## src/rtl/matmul_seq_ctrl.sv

```systemverilog
// -----------------------------------------------------------------------------
// matmul_seq_ctrl
//
// Purpose:
//   Byte-serial front end for an N x N 8-bit matrix multiplier. Collects
//   matrix A and then matrix B as row-major byte streams over valid/ready. It
//   packs both into the operand buses and fires the multiplier with a
//   one-cycle trigmult strobe. After the multiplier latency it streams the
//   N*N result bytes back out over valid/ready.
//
// Ports:
//   clk, rst               clock, synchronous active-high reset
//   in_data/in_valid/      operand byte stream (A bytes 0..N*N-1, then B)
//   in_ready
//   out_data/out_valid/    result byte stream (row-major)
//   out_ready
//   A_out, B_out           packed operands, element (i,j) at [(i*N+j)*8 +: 8]
//   trigmult               multiplier start strobe (one cycle per job)
//   Res_in                 packed multiplier result, same packing as A_out
//   busy                   low only when idle (loading A, nothing accepted)
//   done                   high during the handshake of the last result byte
// -----------------------------------------------------------------------------
module matmul_seq_ctrl #(
    parameter int N        = 2,
    parameter int MULT_LAT = 1
) (
    input  logic               clk,
    input  logic               rst,
    input  logic [7:0]         in_data,
    input  logic               in_valid,
    output logic               in_ready,
    output logic [7:0]         out_data,
    output logic               out_valid,
    input  logic               out_ready,
    output logic [N*N*8-1:0]   A_out,
    output logic [N*N*8-1:0]   B_out,
    output logic               trigmult,
    input  logic [N*N*8-1:0]   Res_in,
    output logic               busy,
    output logic               done
);

    localparam int             NN       = N * N;
    localparam int             IW       = $clog2(NN + 1);
    localparam logic [IW-1:0]  LAST_IDX = IW'(NN - 1);
    localparam logic [3:0]     LAT_LOAD = 4'(MULT_LAT - 1);

    typedef enum logic [2:0] {
        S_LOAD_A,
        S_LOAD_B,
        S_TRIG,
        S_WAIT,
        S_SEND
    } state_t;

    state_t          r_state;
    state_t          w_state_next;
    logic [IW-1:0]   r_idx;
    logic [3:0]      r_lat_cnt;
    logic [7:0]      r_out_data;
    logic            r_out_valid;

    logic            w_loading;
    logic            w_in_xfer;
    logic            w_out_xfer;
    logic            w_idx_last;
    logic [IW-1:0]   w_res_sel;
    logic [7:0]      w_res_byte;

    assign w_loading  = (r_state == S_LOAD_A) || (r_state == S_LOAD_B);
    assign w_in_xfer  = w_loading && in_valid;
    assign w_out_xfer = r_out_valid && out_ready;
    assign w_idx_last = (r_idx == LAST_IDX);

    assign out_data  = r_out_data;
    assign out_valid = r_out_valid;

    // -------------------------------------------------------------------------
    // FSM process 1: state register
    // -------------------------------------------------------------------------
    always_ff @(posedge clk) begin
        if (rst) begin
            r_state <= S_LOAD_A;
        end else begin
            r_state <= w_state_next;
        end
    end

    // -------------------------------------------------------------------------
    // FSM process 2: next-state logic
    // -------------------------------------------------------------------------
    always_comb begin
        w_state_next = r_state;
        case (r_state)
            S_LOAD_A: if (w_in_xfer && w_idx_last)  w_state_next = S_LOAD_B;
            S_LOAD_B: if (w_in_xfer && w_idx_last)  w_state_next = S_TRIG;
            S_TRIG:                                 w_state_next = S_WAIT;
            S_WAIT:   if (r_lat_cnt == 4'd0)        w_state_next = S_SEND;
            S_SEND:   if (w_out_xfer && w_idx_last) w_state_next = S_LOAD_A;
            default:                                w_state_next = S_LOAD_A;
        endcase
    end

    // -------------------------------------------------------------------------
    // FSM process 3: state-decoded outputs. Held low while rst is asserted so
    // that a reset mid-job never lets a strobe or handshake escape.
    // -------------------------------------------------------------------------
    always_comb begin
        in_ready = 1'b0;
        trigmult = 1'b0;
        busy     = 1'b0;
        done     = 1'b0;
        if (!rst) begin
            in_ready = w_loading;
            trigmult = (r_state == S_TRIG);
            busy     = !((r_state == S_LOAD_A) && (r_idx == '0));
            done     = (r_state == S_SEND) && w_out_xfer && w_idx_last;
        end
    end

    // -------------------------------------------------------------------------
    // Result byte selection. Entering SEND presents byte 0; each accepted
    // byte preloads the next one so out_data is registered yet never lags.
    // -------------------------------------------------------------------------
    assign w_res_sel = (r_state == S_WAIT) ? '0 : (r_idx + IW'(1));

    always_comb begin
        w_res_byte = '0;
        for (int k = 0; k < NN; k++) begin
            if (w_res_sel == IW'(k)) begin
                w_res_byte = Res_in[k*8 +: 8];
            end
        end
    end

    // -------------------------------------------------------------------------
    // Counters and output registers
    // -------------------------------------------------------------------------
    always_ff @(posedge clk) begin
        if (rst) begin
            r_idx       <= '0;
            r_lat_cnt   <= '0;
            r_out_data  <= '0;
            r_out_valid <= 1'b0;
        end else begin
            case (r_state)
                S_LOAD_A, S_LOAD_B: begin
                    if (w_in_xfer) begin
                        r_idx <= w_idx_last ? '0 : (r_idx + IW'(1));
                    end
                end
                S_TRIG: begin
                    r_lat_cnt <= LAT_LOAD;
                end
                S_WAIT: begin
                    if (r_lat_cnt == 4'd0) begin
                        r_idx       <= '0;
                        r_out_valid <= 1'b1;
                        r_out_data  <= w_res_byte;
                    end else begin
                        r_lat_cnt <= r_lat_cnt - 4'd1;
                    end
                end
                S_SEND: begin
                    if (w_out_xfer) begin
                        if (w_idx_last) begin
                            r_idx       <= '0;
                            r_out_valid <= 1'b0;
                        end else begin
                            r_idx      <= r_idx + IW'(1);
                            r_out_data <= w_res_byte;
                        end
                    end
                end
                default: ;
            endcase
        end
    end

    // -------------------------------------------------------------------------
    // Operand storage: one byte register per element of A and of B. The
    // registers keep their contents between jobs.
    // -------------------------------------------------------------------------
    for (genvar gi = 0; gi < NN; gi++) begin : g_elem
        logic [7:0] r_a_byte;
        logic [7:0] r_b_byte;

        always_ff @(posedge clk) begin
            if (rst) begin
                r_a_byte <= '0;
                r_b_byte <= '0;
            end else if (w_in_xfer && (r_idx == IW'(gi))) begin
                if (r_state == S_LOAD_A) begin
                    r_a_byte <= in_data;
                end else begin
                    r_b_byte <= in_data;
                end
            end
        end

        assign A_out[gi*8 +: 8] = r_a_byte;
        assign B_out[gi*8 +: 8] = r_b_byte;
    end

endmodule

```

## config.mk

```make
export PLATFORM = sky130hd
export DESIGN_NAME = matmul_seq_ctrl
export DESIGN_NICKNAME = d
export VERILOG_FILES = /design/src/rtl/matmul_seq_ctrl.sv
export SDC_FILE = /design/constraint.sdc
export NUM_CORES = 1
export LEC_CHECK = 0
export CAP_MARGIN = 20
export CORE_ASPECT_RATIO = 1.25
export CORE_MARGIN = 10
export CORE_UTILIZATION = 40
export CTS_CLUSTER_SIZE = 25
export DETAILED_ROUTE_END_ITERATION = 16
export PLACE_DENSITY = 0.74
export SKIP_LAST_GASP = 1
export SLEW_MARGIN = 20
export SYNTH_ARGS = -nofsm -noshare
export SYNTH_HDL_FRONTEND = slang
export SYNTH_SLANG_ARGS = --single-unit
```

## constraint.sdc

```tcl
create_clock -name clk -period 2.1 [get_ports clk]
set_clock_uncertainty 0.05 [all_clocks]
set_input_delay 0.21 -clock clk [delete_from_list [all_inputs] [get_ports clk]]
set_output_delay 0.21 -clock clk [all_outputs]
set_load 0.05 [all_outputs]
```

==> results.yml <==
min_path:
  hold_class: "in2reg"
  whs_endpoint: "r_lat_cnt[1]"
  holdPathStages: 2
  holdCritStartpoint: "rst"
critical_path:
  reg2reg_from: "r_idx[0]"
  cp_max_fo: 10
  cp_slowest_cell: "or3_4"
  cp_cell_sequence: "ha_1 -> ha_2 -> nand2_1 -> or3_4 -> a311o_1 -> a21oi_2"
  r2r-end: "out_data[6]"
  critical-path-top-delay-family: "adder cells"
  r2r_slack_ns: 0.12
  start_kind: "flip-flop"
  path_buf_inv: 0
  required_ns: 2.34
  r2r_cells: 6
  cp-end-kind: "flip-flop"
  crit_type: "reg2reg"
  max_stage_delay_ns: 0.39
  arrival_ns: 2.22
timing:
  drv_slew: 0
  max_freq_mhz: 504.3
  rsz0062_at_grt: "yes"
  setup_tns_ns: 0
  worst_slew_pin_slew_ns: 0.6436
  slew-limit-headroom: 0.5709
  hold_viol: 0
  setup_viol: 0
  period_needed_ns: 1.983
  finalCritPeriodShare: 0.9443
yosys:
  yosys.area.top_type: "dfxtp_1"
  synth_most_common_cell: "dfxtp_1"
  synth.avg_cell_area_sq_um: 8.103
  synthCells: 445
  synth_area_leaders: "dfxtp_1 (46%), a21oi_1 (9.4%), nand2_1 (8.2%)"
  synth_nets: 497
  ys.flop_type: "dfxtp_1"
  synth_edf_count: 0
  synthTopCellsByCount: "dfxtp_1 (83), nand2_1 (79), a21oi_1 (68)"
  synth_area_sq_um: 3606
  ys_seq_elements: 83
  ys_seq_area_frac: 0.4608
  synth_top_cell_area_share: 0.4608
  ys_async_sr_fraction: 0
  synth.distinct_cells: 41
  yosys_warnings: 0
drt:
  routedWlPerCell_microns: 15.82
  first_pass_iters: 5
  viasPerCell: 5.174
  num_vias: 3529
  antenna_left: 0
  drt-initial-drc-count: 155
  drt-total-wl_mm: 10.79
  drc_errors: 0
global_routing:
  grt_pass1_vias: 3570
  grt_antenna_before_repair: 0
  grt_pass1_wl_mm: 17.65
  grt_usage: 0.1600
  grt_max_degree: 36
  grt_overflow_total: 0
finish:
  stdcell_count: 682
  area_delta_synth_final_pct: 43.79
  fillerInstances: 818
  layout-drive-gt1-share: 0.09804
  fin_nets: 608
  post-route-util: 0.5927
floorplanning:
  fp.dieH_microns: 126.2
  die_area_sq_um: 13240
  rows: 38
  ioPinCount: 121
  die_w_microns: 104.9
  coreArea_sq_um: 8748
  start_util: 0.4122
pwr:
  internal_power_w: 0.002267
  power_switching_w: 0.0009029
  ir_drop_mv: 0.3610
  switching_share: 0.2848
  clockPowerShare: 0.335
  power_frac_seq: 0.509
  comb_power_share: 0.156
  cellPowerDensity_nw_per_um2: 611.4
  p_leak_nw: 1.752
placed_design:
  gp_congestion: 0.8274
  hpwlAfterDp_mm: 8.252
  io_buffers: 120
  dp_cells: 665
clocking:
  insertion_delay_ns: 0.35
  cts_tree: "built"
  cts_sinks: 83
  clockRootBuffer: "clkbuf_8"
  clk_pin_slew_ns: 0.09
  cts_max_level: 3
  cts_hold_buf: 0
  clockBufferDepth: 2
  cts_buffers: 9
job:
  max_cap_violations: 0
outcome:
  status: "finished, final reports clean"
logic make-up (layout without fill, tap and decap cells):
| logic type | count (synthesis) | in the layout | synth area share |
|---|---|---|---|
| other | 0 | 1 | 0 |
| buffers and inverters | 49 | 165 | 0.05934 |
| multiplexers | 18 | 18 | 0.05031 |
| XOR/XNOR | 2 | 2 | 0.004859 |
| AO/OA/AOI/OAI | 94 | 94 | 0.1527 |
| AND/OR/NAND/NOR | 191 | 191 | 0.2443 |
| flip-flops | 83 | 83 | 0.4608 |
| adder cells (fa/ha/maj) | 8 | 8 | 0.02776 |
layout by cell type (no fill, tap or decap), drive strengths merged, types with 2 or more instances in the layout:
cell,synthesis,layout
nor2,32,32
o21a,5,5
a21oi,69,69
nor3b,3,3
and3b,2,2
mux2i,17,17
a31oi,2,2
o21ai,3,3
clkbuf,23,10
nand2b,3,3
ha,8,8
a311o,5,5
clkdlybuf4s50,0,115
nor3,10,10
and3,2,2
nand3,52,52
nand2,79,79
a221oi,3,3
a222oi,2,2
dfxtp,83,83
clkinvlp,0,2
inv,10,11
clkinv,0,3
buf,16,24
nor4,2,2
metal layers:
layer	track usage	up-vias	wire length [microns]
met5	0	-	0
met4	0.07848	0	331
met3	0.05153	21	745
met2	0.2587	127	5101
met1	0.1868	1635	4610
li1	-	1746	-
flip-flops by register name, summed over array words and instances, names as in the netlist:
register / count
r_lat_cnt: 4
out_valid: 1
out_data: 8
r_state: 3
g_elem.r_b_byte: 32
g_elem.r_a_byte: 32
r_idx: 3
worst reg2reg max path: cells and delay by family (launching register included):
family | cells | cell delay (ns)
AOI/OAI and AO/OA | 2 | 0.45
adders and majority gates | 2 | 0.60
DFF | 1 | 0.35
and+or+nand+nor | 2 | 0.47
layout make-up:
class	count	area (sq um)	share of cell area
multi-input cells	313	1764	0.3403
flip-flops and latches	83	1664	0.3209
repair buffers	139	1379	0.2659
well taps	120	150.1	0.02896
clock buffers	10	137.6	0.02654
clock inverters	6	50.05	0.009653
inverters	10	37.54	0.007239
diodes	1	2.502	0.0004826
per-stage QoR:
step           instance area [sq um]  power (W)  setup slack, ns  hold WS [ns]
2_1_floorplan                   3618   0.001939          0.07647        0.3801
3_3_place_gp                    4975   0.002130           0.1070        0.3945
3_5_place_dp                    4975   0.002138         0.003011        0.3961
4_1_cts                         5172   0.003187          0.02354        0.2329
5_1_grt                         5182   0.003304        -0.006255        0.2608
6_report                        5185   0.003170           0.1170        0.2530
how the worst max path moves through the flow:
| stage | startpoint | end | cells after the start |
|---|---|---|---|
| 6_report | r_idx[0] | out_data[6] | 6 |
| 5_1_grt | r_idx[0] | out_data[2] | 7 |
| 3_5_place_dp | r_idx[0] | out_data[6] | 6 |
| 3_3_place_gp | r_idx[0] | out_data[6] | 6 |
| 2_1_floorplan | r_idx[0] | busy | 6 |
| 4_1_cts | r_state[1] | trigmult | 4 |
power groups by stage:
stage	Combinational (W)	Sequential, W	Clock [W]
2_1_floorplan	0.000212	0.00173	0
3_3_place_gp	0.000479	0.00165	0
3_5_place_dp	0.000485	0.00165	0
4_1_cts	0.000489	0.00162	0.00108
5_1_grt	0.000532	0.00162	0.00115
6_report	0.000493	0.00161	0.00106
timing repair:
action                     CTS  global route
hold endpoints to repair     0             0
resized for setup            3             4
pin swaps                    0             0
cloned                       0             0
setup endpoints to repair    3             9
buffers inserted             0             0
No activity file was read; power rests on OpenSTA's default activity.
